--- config.mk ---
export PLATFORM = sky130hd
export DESIGN_NAME = router_sched
export DESIGN_NICKNAME = d
export VERILOG_FILES = /design/src/rtl/mesh_pkg.sv /design/src/rtl/router_sched_rr_pick.sv /design/src/rtl/router_sched.sv
export SDC_FILE = /design/constraint.sdc
export NUM_CORES = 1
export LEC_CHECK = 0
export ABC_AREA = 0
export CORE_AREA = 4 4 127 104
export DETAILED_ROUTE_END_ITERATION = 12
export DIE_AREA = 0 0 131 108
export PLACE_DENSITY = 0.89
export SYNTH_ARGS = -nofsm -noshare
export SYNTH_HDL_FRONTEND = slang
export SYNTH_HIERARCHICAL = 1
export SYNTH_SLANG_ARGS = --single-unit
export TNS_END_PERCENT = 20
--- constraint.sdc ---
create_clock -name clk -period 2.75 [get_ports clk]
set_clock_uncertainty 0.1 [all_clocks]
set_input_delay 0.275 -clock clk [delete_from_list [all_inputs] [get_ports clk]]
set_output_delay 0.275 -clock clk [all_outputs]
set_load 0.05 [all_outputs]
--- src/rtl/mesh_pkg.sv ---
// Shared definitions for the mesh router scheduler.
//   PCKG_SZ_DFLT : default packet width in bits
//   ID_W         : width of the routed output-terminal id (top byte of a packet)
//   dest_of()    : extracts the routed id from a default-width packet
//   sched_state_t: scheduler FSM encoding
package mesh_pkg;

   localparam int PCKG_SZ_DFLT = 40;
   localparam int ID_W         = 8;

   typedef enum logic [1:0] {
      IDLE  = 2'd0,
      CHECK = 2'd1,
      PUSH  = 2'd2,
      POP   = 2'd3
   } sched_state_t;

   function automatic logic [ID_W-1:0] dest_of(input logic [PCKG_SZ_DFLT-1:0] pkt);
      return pkt[PCKG_SZ_DFLT-1 -: ID_W];
   endfunction

endpackage

--- src/rtl/router_sched_rr_pick.sv ---
// Rotating-priority picker for four requesters.
//   req : request vector, one bit per terminal
//   ptr : index with the highest priority this cycle
//   hit : at least one request is set
//   idx : first set request at or after ptr, wrapping 3 -> 0
module rr_pick (
   input  logic [3:0] req,
   input  logic [1:0] ptr,
   output logic       hit,
   output logic [1:0] idx
);

   logic [1:0] cand;

   always_comb begin
      hit  = 1'b0;
      idx  = ptr;
      cand = ptr;
      for (int i = 0; i < 4; i++) begin
         cand = ptr + 2'(i);
         if (!hit && req[cand]) begin
            hit = 1'b1;
            idx = cand;
         end
      end
   end

endmodule

--- src/rtl/router_sched.sv ---
// Round-robin scheduler for the internal transfer path of one mesh router.
// Grants one terminal at a time, checks the routed destination, pushes the
// packet into the destination output FIFO and pops it from the source.
//   clk, rst   : clock, asynchronous active-low reset
//   pndng_i    : per-terminal head-packet-valid
//   data_out_i : per-terminal head packet, routed id in the top byte
//   full_o     : per-terminal output FIFO full
//   trn        : granted source terminal
//   push_i     : one-cycle write strobe for data_in_i into FIFO dest
//   data_in_i  : latched packet under transfer
//   pop_i      : one-cycle pop strobe for the head of terminal trn
//   busy       : scheduler not idle
//   drop_cnt   : saturating count of invalid-destination drops
//   tmo_cnt    : saturating count of blocked-head timeouts
//
// state | meaning
// IDLE  | searching pndng_i from rr_ptr for the next source
// CHECK | source latched; validate dest, wait on a full destination
// PUSH  | push_i strobe into the destination output FIFO
// POP   | pop_i strobe on the source, advance rr_ptr past it
module router_sched
   import mesh_pkg::*;
#(
   parameter int PCKG_SZ     = PCKG_SZ_DFLT,
   parameter int N_TERM      = 4,
   parameter int BLK_TIMEOUT = 15
) (
   input  logic                           clk,
   input  logic                           rst,
   input  logic [N_TERM-1:0]              pndng_i,
   input  logic [N_TERM-1:0][PCKG_SZ-1:0] data_out_i,
   input  logic [N_TERM-1:0]              full_o,
   output logic [1:0]                     trn,
   output logic                           push_i,
   output logic [PCKG_SZ-1:0]             data_in_i,
   output logic                           pop_i,
   output logic                           busy,
   output logic [15:0]                    drop_cnt,
   output logic [15:0]                    tmo_cnt
);

   localparam int                WAIT_W   = $clog2(BLK_TIMEOUT + 1);
   localparam logic [WAIT_W-1:0] WAIT_END = WAIT_W'(BLK_TIMEOUT - 1);
   localparam logic [15:0]       CNT_MAX  = 16'hFFFF;

   sched_state_t      state_q, state_d;
   logic [1:0]        rr_ptr;
   logic [WAIT_W-1:0] wait_cnt;
   logic              pick_hit;
   logic [1:0]        pick_idx;
   logic [ID_W-1:0]   dest;

   logic load, drop_inc, tmo_inc, wait_inc, wait_clr, ptr_adv;

   assign dest = data_in_i[PCKG_SZ-1 -: ID_W];

   rr_pick u_rr_pick (
      .req (pndng_i),
      .ptr (rr_ptr),
      .hit (pick_hit),
      .idx (pick_idx)
   );

   always_comb begin
      state_d  = state_q;
      load     = 1'b0;
      drop_inc = 1'b0;
      tmo_inc  = 1'b0;
      wait_inc = 1'b0;
      wait_clr = 1'b0;
      ptr_adv  = 1'b0;
      case (state_q)
         IDLE: begin
            if (pick_hit) begin
               load    = 1'b1;
               state_d = CHECK;
            end
         end
         CHECK: begin
            if (!pndng_i[trn]) begin
               // source withdrew; rr_ptr is left alone so it is retried first
               state_d  = IDLE;
               wait_clr = 1'b1;
            end else if (dest >= ID_W'(N_TERM)) begin
               state_d  = POP;
               drop_inc = 1'b1;
               wait_clr = 1'b1;
            end else if (full_o[dest[1:0]]) begin
               if (wait_cnt == WAIT_END) begin
                  // abandon without popping; the head stays at the source
                  state_d  = IDLE;
                  tmo_inc  = 1'b1;
                  ptr_adv  = 1'b1;
                  wait_clr = 1'b1;
               end else begin
                  wait_inc = 1'b1;
               end
            end else begin
               state_d  = PUSH;
               wait_clr = 1'b1;
            end
         end
         PUSH: state_d = POP;
         POP: begin
            state_d = IDLE;
            ptr_adv = 1'b1;
         end
         default: state_d = IDLE;
      endcase
   end

   always_ff @(posedge clk or negedge rst) begin
      if (!rst) begin
         state_q   <= IDLE;
         rr_ptr    <= 2'd0;
         wait_cnt  <= '0;
         trn       <= 2'd0;
         data_in_i <= '0;
         push_i    <= 1'b0;
         pop_i     <= 1'b0;
         busy      <= 1'b0;
         drop_cnt  <= 16'd0;
         tmo_cnt   <= 16'd0;
      end else begin
         state_q <= state_d;
         // strobes are decoded from the next state so they line up with it
         push_i  <= (state_d == PUSH);
         pop_i   <= (state_d == POP);
         busy    <= (state_d != IDLE);
         if (load) begin
            trn       <= pick_idx;
            data_in_i <= data_out_i[pick_idx];
         end
         if (ptr_adv)
            rr_ptr <= trn + 2'd1;
         if (wait_clr)
            wait_cnt <= '0;
         else if (wait_inc)
            wait_cnt <= wait_cnt + 1'b1;
         if (drop_inc && drop_cnt != CNT_MAX)
            drop_cnt <= drop_cnt + 16'd1;
         if (tmo_inc && tmo_cnt != CNT_MAX)
            tmo_cnt <= tmo_cnt + 16'd1;
      end
   end

endmodule

==> results of run 1 <==
worst max-delay path, stage by stage:
cell and delay (ns):
clkdlybuf4s50_1 0.47, nor2b_1 0.18, a21o_1 0.18, a221oi_4 0.37, buf_12 0.25, mux4_2 0.51
mux2_2 0.29
routing by layer:
| layer | track usage (%) | up-vias | routed length [um] |
|---|---|---|---|
| li1 | - | 1846 | - |
| met1 | 24.9 | 2003 | 5510 |
| met2 | 38.4 | 165 | 8160 |
| met3 | 8.74 | 30 | 1230 |
| met4 | 7.93 | 0 | 415 |
| met5 | 0 | - | 0 |
cell usage in the layout (no fill, tap or decap), types with 10 or more instances in the layout:
| master | count |
|---|---|
| mux2_2 | 48 |
| nand4_1 | 12 |
| dfrtp_1 | 85 |
| nor2_1 | 16 |
| inv_1 | 10 |
| nand2_1 | 19 |
| mux4_2 | 42 |
| clkdlybuf4s50_1 | 245 |
| nand3_1 | 20 |
| xnor2_1 | 17 |
| xor2_1 | 11 |
final cells by class:
cell class	instances	area, um2
Sequential cell	85	2130
Multi-Input combinational cell	245	2490
Timing Repair Buffer	256	2600
Clock buffer	9	225
Tap cell	152	190
Inverter	10	37.5
Fill cell	889	4270
Clock inverter	7	78.8
report_power, final:
| part | total [W] | switching, W | internal (W) |
|---|---|---|---|
| logic | 0.00447 | 0.00245 | 0.00203 |
| registers | 0.00201 | 0.000345 | 0.00167 |
| clock network | 0.00126 | 0.000546 | 0.000716 |
| total | 0.00775 | 0.00334 | 0.00441 |
worst min path at each step:
| stage | from | endpoint | slack [ns] | cells after the start |
|---|---|---|---|---|
| floorplan | rst | busy$_DFF_PN0_ | -0.12 | 0 |
| global placement | rst | drop_cnt[5]$_DFFE_PN0P_ | 0.17 | 1 |
| detailed placement | rst | drop_cnt[5]$_DFFE_PN0P_ | 0.18 | 1 |
| CTS | rst | data_in_i[34]$_DFFE_PN0P_ | 0.35 | 2 |
| global route | rst | drop_cnt[5]$_DFFE_PN0P_ | 0.39 | 2 |
| finish | rst | drop_cnt[5]$_DFFE_PN0P_ | 0.35 | 2 |
cells by family (layout without fill, tap and decap cells):
group	Yosys count	after routing
AND/OR/NAND/NOR	105	105
multiplexers	91	91
flip-flops	85	85
XOR/XNOR	28	28
buffers and inverters	25	282
AO/OA/AOI/OAI	17	17
adder cells (fa/ha/maj)	4	4
what timing repair did:
item / CTS / global route
hold buffers: 1 / 0
hold endpoints to repair: 35 / 0
buffers inserted: 0 / 0
flip-flops by register name (all words and copies together) (netlist names):
signal and count:
push_i 1, rr_ptr 2, state_q 2, busy 1
drop_cnt 16, wait_cnt 4, data_in_i 40, tmo_cnt 16
pop_i 1, trn 2
stage by stage:
stage	power [W]	utilization, %	hold WS, ns
floorplan	0.00492	-	-0.121
global placement	0.00640	61.9	0.170
detailed placement	0.00652	61.9	0.179
CTS	0.00784	64.5	0.350
global route	0.00814	64.5	0.387
finish	0.00775	64.5	0.353
==> impl_metrics.yaml, run 1 <==
clocking:
  h-tree-depth: 3
  insertion_delay_ns: 0.34
  clockRootBuffer: "clkbuf_16"
  cts.path.max_buffers: 2
  cts_sinks: 85
  cts_buffers: 9
  cts_resized: 0
  cts_tree: "built"
  clk_pin_slew_ns: 0.07
layout:
  stdcell_area_um2: 7750
  area_growth_syn_to_layout_pct: 65.0
  drive_above_1_share_pct: 19.9
  antenna_cells: 0
  fin_cells: 764
  nets: 781
placed_design:
  gp_congestion: 0.842
  place_inst: 747
  io_buffers: 246
  dpl.hpwl_um: 12100
  place_area_um2: 7440
  post-place-ws_ns: -0.0187
route:
  drtAntennaViolNets: 0
  wl_per_cell_um: 20.0
  route.detailed.drc: 0
  vias: 4044
  detail_route.first_pass.iterations: 5
  wirelength_um: 15300
  drtIter0Drc: 238
  routed_via_density: 5.29
synthesis:
  async_reset_ff_share_pct: 100
  synth_edf_count: 0
  synthTopCellsByArea: "dfrtp_1 (45%), mux4_2 (20%), mux2_2 (12%)"
  synth-xor-area-share_pct: 5.22
  syn_area_um2: 4700
  syn_area_per_cell_um2: 13.2
  synth_largest_area_cell: "dfrtp_1"
  synth_top_family_by_area: "multiplexers"
  synthAdderAreaFrac_pct: 1.06
  synth-simple-area-share_pct: 12.1
  synth_compound_area_share_pct: 2.50
  synth_cell_types: 37
  seq_area_frac_synth_pct: 45.3
  synth_top_area_share_pct: 45.3
  synth.most_common_cell: "dfrtp_1"
  ys_seq_elements: 85
  synthCells: 355
  synthFlopType: "dfrtp_1"
  synth_nets: 529
  synth_warnings: 6
  yosys-top-cells-count: "dfrtp_1 (85), mux2_2 (48), mux4_2 (42)"
  muxShareOfSynthArea_pct: 31.8
global_routing:
  grt_pass1_vias: 4493
  grt_overflow_total: 0
  antenna_found_initial: 0
  grt_use_total_pct: 22.2
  grt_pass1_wl_um: 23800
  grt_max_degree: 51
setup_path:
  r2r-start: "data_in_i[39]$_DFFE_PN0P_"
  crit_type: "primary input to flip-flop"
  rrSetupSlack_ns: 0.41
  critical_path_required_ns: 2.87
  worstPathMaxFanout: 21
  critPathLaunchType: "primary input"
  critical_path_arrival_ns: 2.55
  r2r_end: "tmo_cnt[14]$_DFFE_PN0P_"
  crit_path_end_kind: "flip-flop"
  critPathLaunch: "pndng_i[2]"
  reg2regPathDepth: 6
  critPathCapture: "data_in_i[8]$_DFFE_PN0P_"
die:
  die_area_um2: 14100
  start_util_pct: 39.1
  die_w_um: 131
  io_pins: 247
  core-area_um2: 12000
  die_y_um: 108
  rows: 36
power_and_ir_drop:
  ir_drop_mv: 0.701
  power_density_nw_per_um2: 1000
  p_leak_nw: 3.10
timing:
  min_period_over_period_pct: 88.2
  maxSlewHeadroom_pct: 61.7
  slew_viol_final: 0
  tightest_slew_ns: 0.572
  hold_viol: 0
  clock.fmax_mhz: 412
  setup_tns_ns: 0
  setup_violations: 0
  setup_ws_ns: 0.326
  fin_crit_ns: 2.42
  rsz0062_at_grt: "false"
run_status:
  status: "finished, final reports clean"
run:
  cap_viol_max_count: 0
min_path:
  hp-class: "primary input to asynchronous set/reset pin"
No activity file was read; power rests on OpenSTA's default activity.
==> run 2, diff against run 1 <==
CORE_AREA = 4 4 114 94   (was 4 4 127 104)
DIE_AREA = 0 0 118 98   (was 0 0 131 108)
DONT_BUFFER_PORTS = 1   (was not set)
HOLD_SLACK_MARGIN = 0.06   (was not set)
PLACE_DENSITY = 0.73   (was 0.89)
SLEW_MARGIN = 20   (was not set)
==> impl_metrics.yaml, run 2 (same netlist as run 1, synthesis figures left out) <==
run_status:
  status: "finished, final reports clean"
setup_path:
  cpMaxStageDelayCell: "or3_1"
  critPathCapture: "tmo_cnt[14]$_DFFE_PN0P_"
  cp.depth: 6
  crit_chain: "nor4_1, buf_4, nand3_1, or3_1, nor3_1, mux2_2"
  max_stage_delay_ns: 0.45
  critical_path_arrival_ns: 2.46
  critPathLaunch: "data_in_i[39]$_DFFE_PN0P_"
  rrSetupSlack_ns: 0.41
  cp_num_buf_inv: 1
  crit_type: "flip-flop to flip-flop"
  crit_path_end_kind: "flip-flop"
  worstPathMaxFanout: 3
  r2r_end: "tmo_cnt[14]$_DFFE_PN0P_"
  critical_path_required_ns: 2.87
  path_delay_family: "simple AND/OR/NAND/NOR gates"
  critPathLaunchType: "flip-flop"
  reg2regPathDepth: 6
  r2r-start: "data_in_i[39]$_DFFE_PN0P_"
power_and_ir_drop:
  switching_share_pct: 45.7
  ir_drop_mv: 0.765
  p_leak_nw: 2.33
  power_density_nw_per_um2: 1240
  intPower_w: 0.00369
  p_seq_share_pct: 42.4
  pwr-share-clk_pct: 18.1
  switching_power_w: 0.00311
  p_comb_share_pct: 39.5
layout:
  post-route-util_pct: 57.8
  layout_commonest_cell: "dfrtp_1"
  largest_reg_flops: 40
  drive_above_1_share_pct: 39.1
  nets: 573
  regMostFlops: "data_in_i"
  final_cell_mix: "dfrtp_1 (85), mux2_2 (48), buf_4 (45)"
  stdcell_area_um2: 5510
  fin_cells: 523
  antenna_cells: 0
  reg.largest.list: "data_in_i x40, drop_cnt x16, tmo_cnt x16"
  area_growth_syn_to_layout_pct: 17.1
die:
  start_util_pct: 49.3
  die_area_um2: 11600
  rows: 32
  die_y_um: 98
  die_w_um: 118
  core-area_um2: 9530
  io_pins: 247
clocking:
  cts_resized: 0
  cts_buffers: 9
  cts_hold_buffers: 2
  clk_pin_slew_ns: 0.07
  cts.path.max_buffers: 2
  clockRootBuffer: "clkbuf_16"
  h-tree-depth: 3
  cts_setup_buffers: 0
  cts_sinks: 85
  cts_tree: "built"
  insertion_delay_ns: 0.33
timing:
  slew_viol_final: 0
  clock.fmax_mhz: 427
  tightest_slew_ns: 0.574
  setup_tns_ns: 0
  hold_viol: 0
  maxSlewHeadroom_pct: 61.7
  setup_violations: 0
  min_period_over_period_pct: 85.2
  fin_crit_ns: 2.34
  rsz0062_at_grt: "false"
route:
  drtAntennaViolNets: 0
  drtIter0Drc: 179
  wirelength_um: 12400
  routed_via_density: 6.21
  wl_per_cell_um: 23.6
  route.detailed.drc: 0
  detail_route.first_pass.iterations: 4
  vias: 3250
min_path:
  hp-class: "primary input to flip-flop"
global_routing:
  antenna_found_initial: 0
  grt_max_degree: 86
  grt_pass1_vias: 3444
  grt_pass1_wl_um: 19200
  grt_overflow_total: 0
  grt_use_total_pct: 21.3
placed_design:
  io_buffers: 0
  place_area_um2: 5170
  gp_congestion: 0.830
  dpl.hpwl_um: 9640
  place_inst: 505
run:
  cap_viol_max_count: 0
## run 2: cell count changes in the layout (fill, tap and decap cells not counted), moves of 2 or more
cell	change
clkdlybuf4s50_1	-245
buf_4	+40
buf_12	-4
clkinv_4	-2
clkinvlp_4	+2
inv_6	-2
## run 2: layout make-up
| type | instances | area [um2] |
|---|---|---|
| Multi-Input combinational cell | 245 | 2490 |
| Tap cell | 119 | 149 |
| Sequential cell | 85 | 2130 |
| Fill cell | 776 | 4020 |
| Clock buffer | 11 | 243 |
| Inverter | 10 | 37.5 |
| Clock inverter | 5 | 58.8 |
| Timing Repair Buffer | 48 | 395 |
## run 2: how the worst min path moves through the flow
stage                         startpoint                        end  slack, ns  cells after the start
after floorplan                      rst             busy$_DFF_PN0_      -0.12                      0
after global placement               rst     tmo_cnt[7]$_DFFE_PN0P_      -0.12                      0
after detailed placement             rst     tmo_cnt[6]$_DFFE_PN0P_      -0.12                      0
after CTS                 data_out_i[23]  data_in_i[23]$_DFFE_PN0P_       0.19                      2
after global routing       data_out_i[4]   data_in_i[4]$_DFFE_PN0P_       0.19                      2
final                     data_out_i[23]  data_in_i[23]$_DFFE_PN0P_       0.20                      2
## run 2: stage by stage
| stage | hold WS, ns | total power (W) | setup slack (ns) |
|---|---|---|---|
| 2_1_floorplan | -0.121 | 0.00492 | 0.213 |
| 3_3_place_gp | -0.119 | 0.00549 | 0.426 |
| 3_5_place_dp | -0.118 | 0.00559 | 0.377 |
| 4_1_cts | 0.189 | 0.00686 | 0.366 |
| 5_1_grt | 0.189 | 0.00713 | 0.199 |
| 6_report | 0.201 | 0.00680 | 0.407 |
## run 2: power groups by stage
stage | Combinational [W] | Sequential, W | Clock (W)
finish | 0.00269 | 0.00288 | 0.00123
floorplan | 0.00166 | 0.00326 | 0
CTS | 0.00272 | 0.00289 | 0.00125
global placement | 0.00259 | 0.00289 | 0
global route | 0.00288 | 0.00294 | 0.00131
detailed placement | 0.00268 | 0.00290 | 0
## run 2: worst register-to-register path: stages, from the launching register on
cell and delay, ns:
dfrtp_1 0.41, nor4_1 0.39, buf_4 0.19, nand3_1 0.09, or3_1 0.45, nor3_1 0.25, mux2_2 0.36
## run 2: metal layers
layer | wire length [um] | global-route usage, % | vias to the layer above
li1 | - | - | 1443
met1 | 4530 | 24.1 | 1651
met2 | 6560 | 36.4 | 136
met3 | 1050 | 9.21 | 20
met4 | 229 | 7.03 | 0
met5 | 0 | 0 | -
==> run 3, diff against run 2 <==
CORE_AREA = 2 2 112 92   (was 4 4 114 94)
DIE_AREA = 0 0 114 94   (was 0 0 118 98)
==> impl_metrics.yaml, run 3 (same netlist as run 1, synthesis figures left out) <==
route:
  routed_via_density: 6.13
  drtIter0Drc: 226
  wirelength_um: 11500
  wl_per_cell_um: 22.3
  route.detailed.drc: 0
  drtAntennaViolNets: 0
  detail_route.first_pass.iterations: 4
  vias: 3176
die:
  core-area_um2: 9530
  die_w_um: 114
  die_area_um2: 10700
  start_util_pct: 49.3
  die_y_um: 94
  io_pins: 247
  rows: 32
setup_path:
  max_stage_delay_ns: 0.71
  crit_type: "flip-flop to flip-flop"
  rrSetupSlack_ns: 0.30
  crit_chain: "nor4_1, buf_4, nand2_1, or4_1, nor4_4, xor2_1"
  crit_path_end_kind: "flip-flop"
  critical_path_required_ns: 2.89
  worstPathMaxFanout: 6
  cpMaxStageDelayCell: "or4_1"
  critPathLaunchType: "flip-flop"
  critical_path_arrival_ns: 2.59
layout:
  drive_above_1_share_pct: 38.4
  final_cell_mix: "dfrtp_1 (85), mux2_2 (48), mux4_2 (42)"
  regMostFlops: "data_in_i"
  nets: 569
  area_growth_syn_to_layout_pct: 15.7
  post-route-util_pct: 57.1
  n_fill_cell: 767
  layout_commonest_cell: "dfrtp_1"
  reg.largest.list: "data_in_i x40, drop_cnt x16, tmo_cnt x16"
  largest_reg_flops: 40
placed_design:
  post-place-ws_ns: 0.339
  gp_congestion: 0.848
  io_buffers: 0
  dpl.hpwl_um: 8860
timing:
  setup_tns_ns: 0
  fin_crit_ns: 2.45
  rsz0062_at_grt: "false"
  maxSlewHeadroom_pct: 58.4
  setup_violations: 0
  hold_viol: 0
  tightest_slew_ns: 0.624
  whs_ns: 0.210
  setup_ws_ns: 0.300
  slew_viol_final: 0
  clock.fmax_mhz: 408
  min_period_over_period_pct: 89.1
global_routing:
  grt_use_total_pct: 22.4
  antenna_found_initial: 0
  grt_pass1_vias: 3389
  grt_overflow_total: 0
  grt_max_degree: 86
  grt_pass1_wl_um: 18100
clocking:
  insertion_delay_ns: 0.33
  h-tree-depth: 3
  cts.path.max_buffers: 2
  cts_tree: "built"
  clockRootBuffer: "clkbuf_16"
  cts_buffers: 9
  clk_pin_slew_ns: 0.06
  cts_setup_buffers: 0
  cts_sinks: 85
power_and_ir_drop:
  ir_drop_mv: 0.717
  intPower_w: 0.00356
  switching_share_pct: 46.1
  power_density_nw_per_um2: 1210
  p_leak_nw: 2.30
  p_seq_share_pct: 43.5
  pwr-share-clk_pct: 16.5
  switching_power_w: 0.00304
  p_comb_share_pct: 40.0
  fin_total_pwr_w: 0.00661
min_path:
  hp-class: "primary input to flip-flop"
run:
  cap_viol_max_count: 0
run_status:
  status: "finished, final reports clean"
-- run 3: layout make-up --
class	instances	area [um2]	area share, %
Sequential cell	85	2130	39.1
Antenna cell	1	2.50	0.0460
Timing Repair Buffer	44	365	6.72
Clock inverter	4	23.8	0.437
Tap cell	119	149	2.74
Inverter	10	37.5	0.690
Clock buffer	10	239	4.39
Multi-Input combinational cell	245	2490	45.9
-- run 3: routing by layer --
metal | GRT usage [%] | vias to the layer above | part of all wire [%]
met4 | 7.32 | 0 | 1.3
met5 | 0 | - | 0
met3 | 9.42 | 12 | 7.8
li1 | - | 1430 | -
met1 | 26.0 | 1602 | 37
met2 | 37.6 | 132 | 54
-- run 3: critical path, delay by kind of cell, from the launching register on --
family	cells	cell delay [ns]
buffers and inverters	1	0.20
AND/OR/NAND/NOR	4	1.45
flip-flops	1	0.40
XOR/XNOR	1	0.21
-- run 3: path summary, 6_finish.rpt --
path | start | end | cells past startpoint
hold / removal | data_out_i[5] | data_in_i[5]$_DFFE_PN0P_ | 2
min in group asynchronous | rst | tmo_cnt[11]$_DFFE_PN0P_ | 2
setup / recovery | data_in_i[39]$_DFFE_PN0P_ | tmo_cnt[11]$_DFFE_PN0P_ | 6
max in group asynchronous | rst | tmo_cnt[14]$_DFFE_PN0P_ | 2
hold reg to reg | data_in_i[36]$_DFFE_PN0P_ | data_in_i[36]$_DFFE_PN0P_ | 1
setup reg to reg | data_in_i[39]$_DFFE_PN0P_ | tmo_cnt[11]$_DFFE_PN0P_ | 6
-- run 3: repair_timing --
item / 4_1_cts / 5_1_grt
hold buffers: 2 / 0
gates resized for setup: 0 / 0
hold endpoints to repair: 85 / 0
endpoints found under the setup margin: 0 / 0
-- run 3: through the flow --
step | std cells | area (um2)
global route | 517 | 5440
global placement | 501 | 5140
floorplan | 355 | 4700
detailed placement | 501 | 5140
finish | 518 | 5440
CTS | 517 | 5440
-- run 3: power groups by stage --
stage	Clock (W)	Combinational, W	Sequential [W]
after floorplan	0	0.00166	0.00326
after global placement	0	0.00256	0.00289
after detailed placement	0	0.00263	0.00290
after CTS	0.00113	0.00268	0.00288
after global routing	0.00119	0.00285	0.00293
final	0.00109	0.00264	0.00287
==> variant 1, RTL diff (settings of run 1) <==
Compare `wait_cnt` against `WAIT_END` with >= in place of ==.
--- a/src/rtl/router_sched.sv
+++ b/src/rtl/router_sched.sv
@@ -88,3 +88,3 @@
             end else if (full_o[dest[1:0]]) begin
-               if (wait_cnt == WAIT_END) begin
+               if (wait_cnt >= WAIT_END) begin
                   // abandon without popping; the head stays at the source
Check against the original RTL: same outputs for any inputs over 10 cycles, from zero or initial values and one cycle with rst low; that may be too few to reach the edited logic, so the function may still have changed.
==> variant 1 against run 1 <==
- hold slack lost 0.30 ns
- die area is the same
- cell area shrank 2.0%
- utilization shrank 1.3 points
- area after synthesis shrank 1.2%
- fmax shrank 1.1%
- setup slack lost 0.028 ns
- routed wire length grew 3.3%
- sequential cell count is the same
- total power shrank 2.2%
- critical path type unchanged
==> variant 1: results (changes against run 1) <==
metric;value;unit;change
critical_path.max_stage_delay;0.53;ns;+0.02 ns
wl_met1;5880;um;+6.6%
drt_pass1_iterations;4;;-1
outcome;completed;;
layout_net_count;759;;-2.8%
grt_pass1_vias;4431;;-1.4%
worst_pin_slew;1.09;ns;+0.521 ns
r2r_start;data_in_i[35];;
mappedNetlistNets;513;;-3.0%
worst-r2r-setup-slack;0.34;ns;-0.07 ns
post_synth_mux_area_share;0.313;;-0.00576
ir_drop;0.650;mV;-7.2%
synth_compound_area_frac;0.0261;;+0.00112
avgViaCountPerCell;5.36;;+1.2%
worst_r2r_endpoint;tmo_cnt[1];;
yosys-top-cells-area;sky130_fd_sc_hd__dfrtp_1, sky130_fd_sc_hd__mux4_2, sky130_fd_sc_hd__mux2_2;;
synthAdderAreaFrac;0.0108;;+0.000132
hold_slack;0.0509;ns;-0.302 ns
initialDrtViolationCount;150;;-37%
place_congestion;0.935;;+11%
cp_max_fo;23;;+9.5%
internal;4.34;mW;-1.7%
synth_common_cells;sky130_fd_sc_hd__dfrtp_1, sky130_fd_sc_hd__mux2_2, sky130_fd_sc_hd__mux4_2, sky130_fd_sc_hd__xnor2_1, sky130_fd_sc_hd__nand2_1;;
drt-wirelength-per-cell;21.3;um;+6.4%
detailroute.wirelength.met2;8280;um;+1.4%
drive_gt1_frac;0.188;;-0.0109
grt.met2_usage;0.399;;+0.0149
grt_antenna_before_repair;1;;+1
timing.reg2reg.worst_path_depth;5;;-1
grt_pass1_wl;24200;um;+1.9%
grt_met3_use;0.0795;;-0.00790
synth-xor-area-share;0.0585;;+0.00631
leakagePower;2.99;nW;-3.4%
global_route.usage.met1;0.260;;+0.0108
place_hpwl;12900;um;+6.0%
route.met3.wl;1220;um;-0.41%
grt_util_all_layers;0.229;;+0.00606
==> variant 1: final cells by class <==
class	instances	area (um^2)	area share
Tap cell	152	190	0.0250
Sequential cell	85	2130	0.280
Clock inverter	5	52.6	0.00691
Clock buffer	10	229	0.0301
Multi-Input combinational cell	231	2440	0.320
Inverter	6	22.5	0.00296
Antenna cell	1	2.50	0.000329
Timing Repair Buffer	252	2540	0.334
==> variant 1: critical path: cells and delay by family <==
| family | cells | cell delay [ns] |
|---|---|---|
| mux | 2 | 0.81 |
| simple gates | 2 | 0.28 |
| buf+inv | 2 | 0.75 |
| compound gates | 1 | 0.42 |
==> variant 1: logic make-up after synthesis <==
logic type      count (synthesis)
xor+xnor                       31
compound gates                 17
mux                            87
buf+inv                        23
simple gates                   92
fa+ha+maj                       4
flops                          85
==> variant 1: how the worst max path moves through the flow <==
| stage | end | startpoint | slack [ns] | depth (start not counted) |
|---|---|---|---|---|
| after floorplan | data_in_i[0] | rr_ptr[0] | 0.22 | 7 |
| after global placement | data_in_i[17] | pndng_i[2] | 0.06 | 7 |
| after detailed placement | data_in_i[28] | pndng_i[2] | -0.03 | 7 |
| after CTS | data_in_i[28] | pndng_i[2] | 0.32 | 7 |
| after global routing | tmo_cnt[13] | data_in_i[35] | 0.12 | 6 |
| final | data_in_i[28] | pndng_i[0] | 0.30 | 7 |
==> variant 1: metrics by stage <==
step,instance area [um^2],cells
final,7600,742
after global routing,7600,742
after CTS,7600,741
after detailed placement,7320,726
after global placement,7320,726
after floorplan,4640,339
==> variant 1: power by group through the flow <==
stage / clock network [mW] / registers (mW) / logic [mW]
detailed placement: 0 / 2.02 / 4.43
floorplan: 0 / 3.23 / 1.66
global placement: 0 / 2.00 / 4.33
CTS: 1.20 / 2.00 / 4.44
global route: 1.25 / 2.06 / 4.63
finish: 1.17 / 2.00 / 4.41
==> variant 2, RTL diff (settings of run 1) <==
Without the edit above. Change the parameter `BLK_TIMEOUT` from 15 to 17.
--- a/src/rtl/router_sched.sv
+++ b/src/rtl/router_sched.sv
@@ -25,3 +25,3 @@
    parameter int N_TERM      = 4,
-   parameter int BLK_TIMEOUT = 15
+   parameter int BLK_TIMEOUT = 17
 ) (
Check against the original RTL: same outputs for any inputs over 4 cycles, from zero or initial values and one cycle with rst low; that may be too few to reach the edited logic, so the function may still have changed.
==> variant 2 against run 1 <==
- clock power rose by 11%
- area after synthesis rose by 2.1%
- via count rose by 0.69%
- cell area rose by 1.5%
- die area did not move
- sequential share of layout area fell by 0.092 points
- combinational power fell by 1%
- highest routed layer unchanged
- setup slack improved by 0.053 ns
- total power rose by 0.68%
- routed wire length fell by 3.0%
- critical path depth did not move
- sequential cell count rose by 1
==> variant 2: results (changes against run 1) <==
metric;value;unit;change
grt_util_all_layers;0.213;;-0.00917
num_vias;4072;;+0.69%
hold_slack;0.387;ns;+0.0340 ns
worstHoldEndpoint;tmo_cnt[11];;
synthDistinctLibCells;49;;+32%
critical_path.max_stage_delay;0.53;ns;+0.02 ns
drt_wirelength;14900;um;-3.0%
synth_common_cells;sky130_fd_sc_hd__dfrtp_1, sky130_fd_sc_hd__mux2_2, sky130_fd_sc_hd__mux4_2, sky130_fd_sc_hd__nand2_1, sky130_fd_sc_hd__xnor2_1;;
global_route.usage.met1;0.246;;-0.00248
ir_drop;0.605;mV;-14%
cpLargestDelayFamily;multiplexers;;
grt_pass1_vias;4452;;-0.91%
ctsHtreeMaxLevel;3;;unchanged
wl_met1;5830;um;+5.7%
worst_pin_slew;0.769;ns;+0.197 ns
cp_max_fo;11;;-48%
clk_path_buf_depth;2;;unchanged
outcome;completed;;
yosys-top-cells-area;sky130_fd_sc_hd__dfrtp_1, sky130_fd_sc_hd__mux4_2, sky130_fd_sc_hd__mux2_2;;
synth-seq-area-share;0.449;;-0.00399
postPlaceCellArea;7510;um^2;+1.0%
detailroute.wirelength.met2;7720;um;-5.4%
route.met3.wl;1130;um;-7.7%
place_congestion;0.820;;-2.6%
grt_pass1_wl;23100;um;-3.0%
layout_net_count;787;;+0.77%
io_buffer_count;246;;unchanged
drt-wirelength-per-cell;19.3;um;-3.7%
grt_met3_use;0.0652;;-0.0222
grt_start_max_net_pins;60;;+18%
cp.arrival;2.49;ns;-0.06 ns
post_synth_inst_count;363;;+2.3%
initialDrtViolationCount;216;;-9.2%
placed_cells;753;;+0.80%
critPathLaunch;pndng_i[0];;
drive_gt1_frac;0.204;;+0.00487
mappedNetlistNets;537;;+1.5%
place_hpwl;11800;um;-2.7%
internal;4.59;mW;+3.9%
area_of_the_multi_input_gates;2570;um^2;+3.1%
dp_slack;0.00608;ns;+0.0248 ns
leakagePower;3.15;nW;+1.5%
grt.met2_usage;0.386;;+0.00181
n_fill_cell;854;;-3.9%
hp-class;reg -> reg;;
variant 2: changes by cell type after synthesis, moves of 5 or more:
cell	run 1	this run
sky130_fd_sc_hd__nand2_1	20	30
sky130_fd_sc_hd__inv_1	10	4
sky130_fd_sc_hd__nand3_1	20	14
sky130_fd_sc_hd__a21oi_1	6	1
variant 2: timing repair:
item / 4_1_cts / 5_1_grt
hold buffers: 1 / 0
setup endpoints to repair: 0 / 0
hold endpoints to repair: 58 / 0
variant 2: worst max path at each step:
stage          slack [ns]       endpoint  cells after the start
2_1_floorplan        0.20      rr_ptr[1]                      6
3_3_place_gp         0.06   data_in_i[4]                      7
3_5_place_dp        0.006  data_in_i[28]                      7
4_1_cts              0.36  data_in_i[28]                      7
5_1_grt              0.27  data_in_i[20]                      7
6_report             0.38  data_in_i[30]                      7
variant 2: layout make-up:
| cell class | count | area share |
|---|---|---|
| clock inverters | 5 | 0.0137 |
| inverters | 4 | 0.00191 |
| multi-input cells | 255 | 0.327 |
| flip-flops and latches | 86 | 0.273 |
| repair buffers | 257 | 0.330 |
| clock buffers | 10 | 0.0304 |
| well taps | 152 | 0.0242 |
variant 2: kinds of logic (layout without fill, tap and decap cells):
logic type      Yosys count  in the layout  share of synthesized area
fa+ha+maj                 4              4                     0.0104
flops                    86             86                      0.449
simple gates            110            110                      0.124
buf+inv                  22            276                     0.0190
mux                      89             89                      0.307
xor+xnor                 29             29                     0.0529
compound gates           23             23                     0.0373
variant 2: power by group through the flow:
stage	Combinational, mW	Sequential [mW]	Clock, mW
2_1_floorplan	1.69	3.23	0
3_3_place_gp	4.34	2.00	0
3_5_place_dp	4.45	2.01	0
4_1_cts	4.46	2.00	1.43
5_1_grt	4.64	2.05	1.49
6_report	4.41	2.00	1.40
